==> src/rtl/uart_tx_arb_pkg.sv <==
// Shared state encodings and owner width for the uart transmit arbiter.
package uart_tx_arb_pkg;

   localparam int OWNER_W = 3;

   typedef enum logic [1:0] {
      ST_IDLE  = 2'd0,
      ST_START = 2'd1,
      ST_DRAIN = 2'd2
   } arb_state_e;

endpackage

==> src/rtl/uart_tx_arb_rr_pick.sv <==
// Combinational round-robin picker: first set request after last_i, wrapping mod N.
module rr_pick
   import uart_tx_arb_pkg::*;
#(
   parameter int N = 4
) (
   input  logic [N-1:0]       req_i,
   input  logic [OWNER_W-1:0] last_i,
   output logic               valid_o,
   output logic [OWNER_W-1:0] idx_o
);

   localparam int                 OW1   = OWNER_W + 1;
   localparam logic [OWNER_W:0]   N_EXT = OW1'(N);

   logic [2*N-1:0]     req_dbl;
   logic [N-1:0]       req_rot;
   logic [OWNER_W:0]   shamt;
   logic [OWNER_W-1:0] off;
   logic [OWNER_W:0]   sum;
   logic [OWNER_W-1:0] wrap;

   // Rotate so bit 0 is the requester right after the last grant.
   assign req_dbl = {req_i, req_i};
   assign shamt   = {1'b0, last_i} + OW1'(1);
   assign req_rot = N'(req_dbl >> shamt);

   always_comb begin
      valid_o = 1'b0;
      off     = '0;
      for (int j = N - 1; j >= 0; j--) begin
         if (req_rot[j]) begin
            valid_o = 1'b1;
            off     = j[OWNER_W-1:0];
         end
      end
   end

   assign sum   = {1'b0, last_i} + {1'b0, off} + OW1'(1);
   assign wrap  = OWNER_W'(sum - N_EXT);
   assign idx_o = (sum >= N_EXT) ? wrap : sum[OWNER_W-1:0];

endmodule

==> src/rtl/uart_tx_arb.sv <==
// Round-robin arbiter sharing one uart transmitter among N byte producers.
// Define UART_ARB_TIMEOUT_EN to abandon a send the uart never accepts (pulses err).
module uart_tx_arb
   import uart_tx_arb_pkg::*;
#(
   parameter int N        = 4,
   parameter int W        = 8,
   parameter int TimeoutW = 12
) (
   input  logic               clk,
   input  logic               reset_n,
   input  logic [N-1:0]       req,
   input  logic [N*W-1:0]     data,
   output logic [N-1:0]       ack,
   output logic [W-1:0]       din,
   output logic               send,
   input  logic               txbusy,
   output logic               busy,
   output logic [OWNER_W-1:0] owner,
   output logic               err
);

   localparam logic [OWNER_W-1:0] LAST_RST = OWNER_W'(N - 1);

   if (N < 2 || N > 8 || W < 1 || TimeoutW < 2) begin : g_bad_param
      $error("uart_tx_arb: N must be 2..8, W >= 1, TimeoutW >= 2");
   end

   arb_state_e         state_q, state_d;
   logic [W-1:0]       din_q, din_d;
   logic               send_q, send_d;
   logic [N-1:0]       ack_q, ack_d;
   logic [OWNER_W-1:0] owner_q, owner_d;
   logic [OWNER_W-1:0] last_q, last_d;
   logic               pick_vld;
   logic [OWNER_W-1:0] pick_idx;

   rr_pick #(.N(N)) u_pick (
      .req_i   (req),
      .last_i  (last_q),
      .valid_o (pick_vld),
      .idx_o   (pick_idx)
   );

`ifdef UART_ARB_TIMEOUT_EN
   logic [TimeoutW-1:0] tmo_q, tmo_d;
   logic [TimeoutW-1:0] tmo_inc;
   logic                tmo_hit;
   logic                err_q, err_d;

   // Give up in the START cycle whose increment would reach all-ones.
   assign tmo_inc = tmo_q + TimeoutW'(1);
   assign tmo_hit = &tmo_inc;
   assign err     = err_q;

   always_ff @(posedge clk or negedge reset_n) begin
      if (!reset_n) begin
         tmo_q <= '0;
         err_q <= 1'b0;
      end else begin
         tmo_q <= tmo_d;
         err_q <= err_d;
      end
   end
`else
   assign err = 1'b0;
`endif

   always_ff @(posedge clk or negedge reset_n) begin
      if (!reset_n) begin
         state_q <= ST_IDLE;
         din_q   <= '0;
         send_q  <= 1'b0;
         ack_q   <= '0;
         owner_q <= '0;
         last_q  <= LAST_RST;
      end else begin
         state_q <= state_d;
         din_q   <= din_d;
         send_q  <= send_d;
         ack_q   <= ack_d;
         owner_q <= owner_d;
         last_q  <= last_d;
      end
   end

   always_comb begin
      state_d = state_q;
      case (state_q)
         ST_IDLE: begin
            if (pick_vld) state_d = ST_START;
         end
         ST_START: begin
            if (txbusy) begin
               state_d = ST_DRAIN;
            end
`ifdef UART_ARB_TIMEOUT_EN
            else if (tmo_hit) begin
               state_d = ST_IDLE;
            end
`endif
         end
         ST_DRAIN: begin
            if (!txbusy) state_d = ST_IDLE;
         end
         default: state_d = ST_IDLE;
      endcase
   end

   // txbusy already high on entry to START is taken as acceptance.
   always_comb begin
      din_d   = din_q;
      send_d  = send_q;
      ack_d   = '0;
      owner_d = owner_q;
      last_d  = last_q;
`ifdef UART_ARB_TIMEOUT_EN
      tmo_d   = tmo_q;
      err_d   = 1'b0;
`endif
      case (state_q)
         ST_IDLE: begin
            send_d = 1'b0;
            if (pick_vld) begin
               send_d  = 1'b1;
               owner_d = pick_idx;
               last_d  = pick_idx;
`ifdef UART_ARB_TIMEOUT_EN
               tmo_d   = '0;
`endif
               for (int i = 0; i < N; i++) begin
                  if (pick_idx == i[OWNER_W-1:0]) begin
                     din_d    = data[i*W +: W];
                     ack_d[i] = 1'b1;
                  end
               end
            end
         end
         ST_START: begin
            if (txbusy) begin
               send_d = 1'b0;
            end
`ifdef UART_ARB_TIMEOUT_EN
            else if (tmo_hit) begin
               send_d = 1'b0;
               err_d  = 1'b1;
            end else begin
               tmo_d = tmo_inc;
            end
`endif
         end
         ST_DRAIN: begin
            send_d = 1'b0;
         end
         default: begin
            send_d = 1'b0;
         end
      endcase
   end

   assign busy  = (state_q != ST_IDLE);
   assign din   = din_q;
   assign send  = send_q;
   assign ack   = ack_q;
   assign owner = owner_q;

endmodule
==> config.mk <==
export PLATFORM = sky130hd
export DESIGN_NAME = uart_tx_arb
export DESIGN_NICKNAME = d
export VERILOG_FILES = /design/src/rtl/uart_tx_arb_pkg.sv /design/src/rtl/uart_tx_arb_rr_pick.sv /design/src/rtl/uart_tx_arb.sv
export SDC_FILE = /design/constraint.sdc
export NUM_CORES = 1
export LEC_CHECK = 0
export BUFFER_PORTS_ARGS = -buffer_cell sky130_fd_sc_hd__buf_2
export CAP_MARGIN = 20
export CELL_PAD_IN_SITES_DETAIL_PLACEMENT = 1
export CELL_PAD_IN_SITES_GLOBAL_PLACEMENT = 2
export CORE_AREA = 2 2 70 72
export DETAILED_ROUTE_END_ITERATION = 7
export DIE_AREA = 0 0 72 74
export PLACE_DENSITY = 0.95
export SLEW_MARGIN = 0
export SYNTH_ARGS = -nofsm -noshare
export SYNTH_HDL_FRONTEND = slang
export SYNTH_SLANG_ARGS = --single-unit
==> constraint.sdc <==
create_clock -name clk -period 6.76 [get_ports clk]
set_input_delay 0.338 -clock clk [delete_from_list [all_inputs] [get_ports clk]]
set_output_delay 0.338 -clock clk [all_outputs]
set_load 0.005 [all_outputs]
==> impl_metrics.yaml, run 1 <==
power:
  internal_power_uw: 214.3
  p_sw_share_pct: 21.91
  p_switching_uw: 60.13
  power.leakage_uw: 0.0008855
  pwr-share-clk_pct: 44.7
  seqPwrFrac_pct: 44.5
  ir_worst_vdd_mv: 0.07396
  power_density_nw_per_um2: 159.2
  share_comb_of_total_power_pct: 10.9
synthesis:
  synth-simple-area-share_pct: 17.29
  post_synth_fa_ha_maj_area_fraction_pct: 3.258
  ys_ff_latch: 20
  synthMuxAreaShare_pct: 11.31
  synth_area_leaders: "dfrtp_1 (33%), o32ai_1 (10%), mux2_4 (7.6%), nor3_1 (6.5%), dfstp_2 (3.8%)"
  synthFlopType: "dfrtp_1"
  async_reset_ff_share_pct: 100.0
  synth-edff-count: 0
  ys_top_cells_by_count: "dfrtp_1 (18), nor3_1 (18), o32ai_1 (16)"
  mappedNetlistArea_um2: 1383
  synth_top_family_by_area: "compound AO/OA/AOI/OAI gates"
  synth-xor-area-share_pct: 0.6335
  yosysTopAreaCellShare_pct: 32.58
  synth_cell_type_count: 48
  syn_nets: 171
  synth.largest_area_cell: "dfrtp_1"
  avgSynthCellArea_um2: 10.72
  synthCells: 129
  synth_compound_area_share_pct: 23.44
  ys_seq_area_share_pct: 36.38
  yosys_warnings: 0
sta:
  finalHoldViolCount: 0
  worst_pin_slew_ps: 720.8
  post-route-period-util_pct: 50.79
  finalMaxSlewViolations: 0
  period_minus_slack_ps: 3433
  fin_skew_ps: 5.572
  finalSetupTns_ps: 0
  max_freq_ghz: 0.2913
  setup-violations-final: 0
  holdWs_ps: 18.23
  rsz0062_at_grt: "no"
  slew_headroom_pct: 51.79
grt:
  gr-total-overflow: 0
  grt_pass1_wl_um: 6279
  antenna_found_initial: 0
  grt_max_degree: 21
  grt.total_usage_pct: 15.15
  grt_pass1_vias: 1325
route:
  wirelength_met1_um: 1753
  wl_met3_um: 149
  ant_nets: 0
  vias: 1248
  detail_route.wl_per_cell_um: 16.86
  route.detailed.drc: 0
  route.top_layer_used: "met4"
  drt_pass1_iterations: 4
  drt_iter0_drc: 40
  via_per_inst: 5.379
  wirelength_um: 3912
  dr_wl_met2_um: 1966
setup_path:
  r2r_slack_ps: 3330
  critical_path_class: "reg2reg"
  startpoint_type: "flip-flop"
  path_max_fanout: 16
  reg2reg_depth: 9
  crit_arrival_ps: 3580
  path_cells: "nor2b_2 -> a21oi_1 -> nand2_1 -> o41a_1 -> fa_1 -> nand2b_1 -> nor3_1 -> nor3_1 -> mux2_4"
  r2r-end: "din[1]"
  worstPathRequired_ps: 6910
  timing.rr.start: "last_q[0]"
  crit_path_frequent_cell: "nor3_1"
  crit_path_end_kind: "flip-flop"
  critPathSlowestCell: "fa_1"
  slowest_delay_ps: 900
clocking:
  clockBufferDepth: 2
  post_cts_buffers: 0
  cts_buffers: 3
  path_clk_slew_ps: 80
  cts.sinks: 20
  cts-resized-gates: 0
  cts_root_buf: "clkbuf_8"
  cts_hold_buf: 0
  cts_tree: "yes"
  h-tree-depth: 1
  clk_latency_ps: 270
placed_design:
  place_congestion: 0.7499
  dp.cells: 228
  place_hpwl_um: 2961
  portBuffers: 55
floorplan:
  die-area_um2: 5328
  ios: 57
  initial_utilization_pct: 30.07
  die_h_um: 74
  fp.dieW_um: 72
  coreArea_um2: 4598
  rows: 25
final_layout:
  synthToLayoutAreaGrowth_pct: 24.71
  final_layout_size_suffix_gt1_share_pct: 46.07
  final_cells: 232
  nets: 221
  antenna_cells: 0
run_status:
  status: "completed"
run:
  cap_violations: 0
worst_hold_path:
  holdCritPathClass: "in2async"
==> power by group through the flow <==
stage | clock network (µW) | logic (µW) | registers, µW
after floorplan | 0 | 11.6 | 124
after CTS | 126 | 30.3 | 122
after detailed placement | 0 | 30.0 | 124
after global routing | 130 | 33.3 | 122
after global placement | 0 | 29.5 | 124
final | 123 | 29.8 | 122
==> cell type report <==
cell class                 instances  area (µm²)
multi-input combinational         91       777.0
inverter                           8       30.03
timing repair buffer              55       275.3
sequential                        20       503.0
clock inverter                     1       30.03
clock buffer                       3       41.29
tap                               54       67.56
fill                             543        2874
==> cell usage in the layout (no fill, tap or decap), drive strengths merged, types with 4 or more instances in the layout <==
cell type	instances
o32ai	16
dfrtp	18
nor3	19
mux2	8
mux2i	4
inv	8
nor2	5
buf	55
nand2	6
==> sequential cells by signal, summed over array words and instances (netlist names) <==
signal,cells
din,8
ack,4
state_q,2
last_q,2
send,1
owner,3
==> through the flow <==
step / power (µW) / utilization, % / setup slack [ps] / cell area (µm²)
finish: 274.5 / 37.50 / 3327 / 1724
CTS: 277.9 / 37.50 / 3331 / 1724
floorplan: 135.8 / - / 3924 / 1383
detailed placement: 154.5 / 35.95 / 3375 / 1653
global route: 285.9 / 37.50 / 3080 / 1724
global placement: 153.9 / 35.95 / 3464 / 1653
==> layer usage <==
metal | up-vias | global-route usage, %
met4 | 0 | 4.403
met2 | 32 | 27.06
li1 | 592 | -
met3 | 5 | 1.897
met1 | 619 | 19.34
met5 | - | 0
==> logic make-up (layout without fill, tap and decap cells) <==
kind of cell / count (synthesis) / count (layout)
AND/OR/NAND/NOR: 41 / 41
other: 1 / 1
flip-flops: 20 / 20
multiplexers: 12 / 12
AO/OA/AOI/OAI: 33 / 33
XOR/XNOR: 1 / 1
adder cells (fa/ha/maj): 3 / 3
buffers and inverters: 18 / 67
==> worst max-delay path by stage <==
| stage | startpoint | slack, ps | to | depth (start not counted) |
|---|---|---|---|---|
| floorplan | last_q[0] | 3920 | din[0] | 11 |
| detailed placement | last_q[0] | 3370 | din[1] | 9 |
| global route | last_q[0] | 3080 | din[1] | 9 |
| CTS | last_q[0] | 3330 | din[1] | 9 |
| finish | last_q[0] | 3330 | din[1] | 9 |
| global placement | last_q[0] | 3460 | din[1] | 8 |
==> critical path: cells and delay by family (launching register included) <==
family	cells	cell delay, ps
flip-flops	1	680
AO/OA/AOI/OAI	2	590
adder cells (fa/ha/maj)	1	900
multiplexers	1	270
AND/OR/NAND/NOR	5	870
No activity file was read; power rests on OpenSTA's default activity.
==> run 2, diff against run 1 <==
--- a/config.mk
+++ b/config.mk
@@ -9,10 +9,10 @@
 export CAP_MARGIN = 20
 export CELL_PAD_IN_SITES_DETAIL_PLACEMENT = 1
 export CELL_PAD_IN_SITES_GLOBAL_PLACEMENT = 2
-export CORE_AREA = 2 2 70 72
+export CORE_AREA = 2 2 74 76
 export DETAILED_ROUTE_END_ITERATION = 7
-export DIE_AREA = 0 0 72 74
-export PLACE_DENSITY = 0.95
+export DIE_AREA = 0 0 76 78
+export PLACE_DENSITY = 0.88
 export SLEW_MARGIN = 0
 export SYNTH_ARGS = -nofsm -noshare
 export SYNTH_HDL_FRONTEND = slang
==> constraint.sdc (replaced) <==
create_clock -name clk -period 3.2 [get_ports clk]
set_input_delay 0.16 -clock clk [delete_from_list [all_inputs] [get_ports clk]]
set_output_delay 0.16 -clock clk [all_outputs]
set_load 0.005 [all_outputs]
==> run 2 against run 1 <==
Net effect: sequential power up 110%; worst setup slack got worse by 3200 ps; first-iteration DRC count grew 25%; routed wire length is 2.7% higher; sequential share of layout area is 1.5 points lower; largest cell class unchanged; largest power group is now registers.
==> impl_metrics.yaml, run 2 (synthesis gave the netlist of run 1 again) <==
final_layout:
  mostFrequentLayoutCells: "buf_2 (55), nor3_1 (18), dfrtp_1 (18)"
  final_layout_size_suffix_gt1_share_pct: 49.46
  final_common_cell: "buf_2"
  nets: 229
  largest_reg_flops: 8
  utilization_pct: 36.10
  filler_cell_count: 603
  antenna_cells: 0
  synthToLayoutAreaGrowth_pct: 31.67
placed_design:
  place_congestion: 0.7551
  portBuffers: 55
  pre_cts_ws_ps: 72.70
  place_hpwl_um: 3129
sta:
  finalMaxSlewViolations: 0
  period_minus_slack_ps: 3037
  setup_slack_ps: 163.1
  finalHoldViolCount: 0
  setup-violations-final: 0
  fin_skew_ps: 1.477
  rsz0062_at_grt: "no"
  max_freq_ghz: 0.3293
  finalSetupTns_ps: 0
  post-route-period-util_pct: 94.90
power:
  power.leakage_uw: 0.0009311
  power_density_nw_per_um2: 316.0
  ir_worst_vdd_mv: 0.2175
  finalPower_uw: 575.2
grt:
  antenna_found_initial: 0
  gr-total-overflow: 0
  use_met3_pct: 3.256
  grt_pass1_wl_um: 6803
  met2_usage_pct: 23.75
  met1_usage_pct: 18.61
  busiest_layer: "met2"
  grt_pass1_vias: 1376
  grt.total_usage_pct: 14.08
  grt_max_degree: 21
route:
  route.detailed.drc: 0
  drt_pass1_iterations: 4
  drt_iter0_drc: 50
  ant_nets: 0
  via_per_inst: 4.898
  wirelength_um: 4016
  vias: 1254
  detail_route.wl_per_cell_um: 15.69
setup_path:
  crit_arrival_ps: 3190
  worstPathRequired_ps: 3350
  critical_path_class: "reg2reg"
  crit_path_end_kind: "flip-flop"
  path_max_fanout: 11
  startpoint_type: "flip-flop"
floorplan:
  coreArea_um2: 5042
  rows: 26
  ios: 57
  initial_utilization_pct: 27.42
  fp.dieW_um: 76
  die-area_um2: 5928
  die_h_um: 78
clocking:
  h-tree-depth: 1
  cts_buffers: 3
  clk_latency_ps: 260
  cts_tree: "yes"
  clockBufferDepth: 2
  path_clk_slew_ps: 80
  cts_root_buf: "clkbuf_8"
  cts.sinks: 20
run:
  cap_violations: 0
run_status:
  status: "completed"
worst_hold_path:
  holdCritPathClass: "in2reg"
## run 2: cell types whose count changed in the layout (fill, tap and decap cells not counted)
| cell | previous run | this run |
|---|---|---|
| a21oi_1 | 1 | 0 |
| a21oi_2 | 0 | 1 |
| buf_4 | 0 | 7 |
| dlygate4sd3_1 | 0 | 1 |
| nand2_1 | 5 | 4 |
| nand2_2 | 1 | 2 |
| nand2b_1 | 3 | 2 |
| nand2b_4 | 0 | 1 |
## run 2: power by group
part / switching (µW) / total (µW) / internal, µW
Combinational: 31.6 / 63.4 / 31.8
Clock: 87.3 / 254 / 167
Sequential: 2.86 / 258 / 255
## run 2: layer usage
metal  wire (µm)  up-vias
li1            -      608
met1        1820      599
met2        1934       43
met3         237        4
met4          23        0
met5           0        -
## run 2: layout make-up
class | instances | area [µm²] | share of cell area [%]
Clock inverter | 1 | 30.03 | 1.649
Multi-Input combinational cell | 91 | 790.8 | 43.44
Sequential cell | 20 | 503.0 | 27.63
Inverter | 8 | 30.03 | 1.649
Timing Repair Buffer | 63 | 337.8 | 18.56
Tap cell | 70 | 87.58 | 4.811
Clock buffer | 3 | 41.29 | 2.268
## run 2: timing repair
item,4_1_cts,5_1_grt
setup endpoints to repair,0,8
setup buffers,0,2
hold buffers,1,0
gates resized for setup,0,4
hold endpoints to repair,18,0
## run 2: path summary, 6_finish.rpt
kind / startpoint / end / slack, ps / depth (start not counted)
setup / recovery: last_q[0] / din[1] / 160 / 8
hold / removal: txbusy / state_q[0] / 100 / 2
setup reg to reg: last_q[0] / din[1] / 160 / 8
hold reg to reg: state_q[1] / state_q[0] / 510 / 1
max in group asynchronous: reset_n / last_q[0] / 2490 / 2
min in group asynchronous: reset_n / din[5] / 370 / 2
## run 2: through the flow
stage / instance area (µm²) / hold slack, ps / cells
floorplan: 1383 / -135.6 / 129
finish: 1821 / 100.2 / 256
detailed placement: 1710 / 136.8 / 249
global placement: 1710 / 138.3 / 249
CTS: 1792 / 100.1 / 254
global route: 1821 / 109.2 / 256
## run 2: critical path, stage by stage, from the launching register on
cell	delay, ps
dfstp_2	650
nor2b_1	90
a31o_4	230
o41a_1	430
fa_1	640
nand2b_1	260
nor3_1	260
nor3_1	90
mux2_4	270
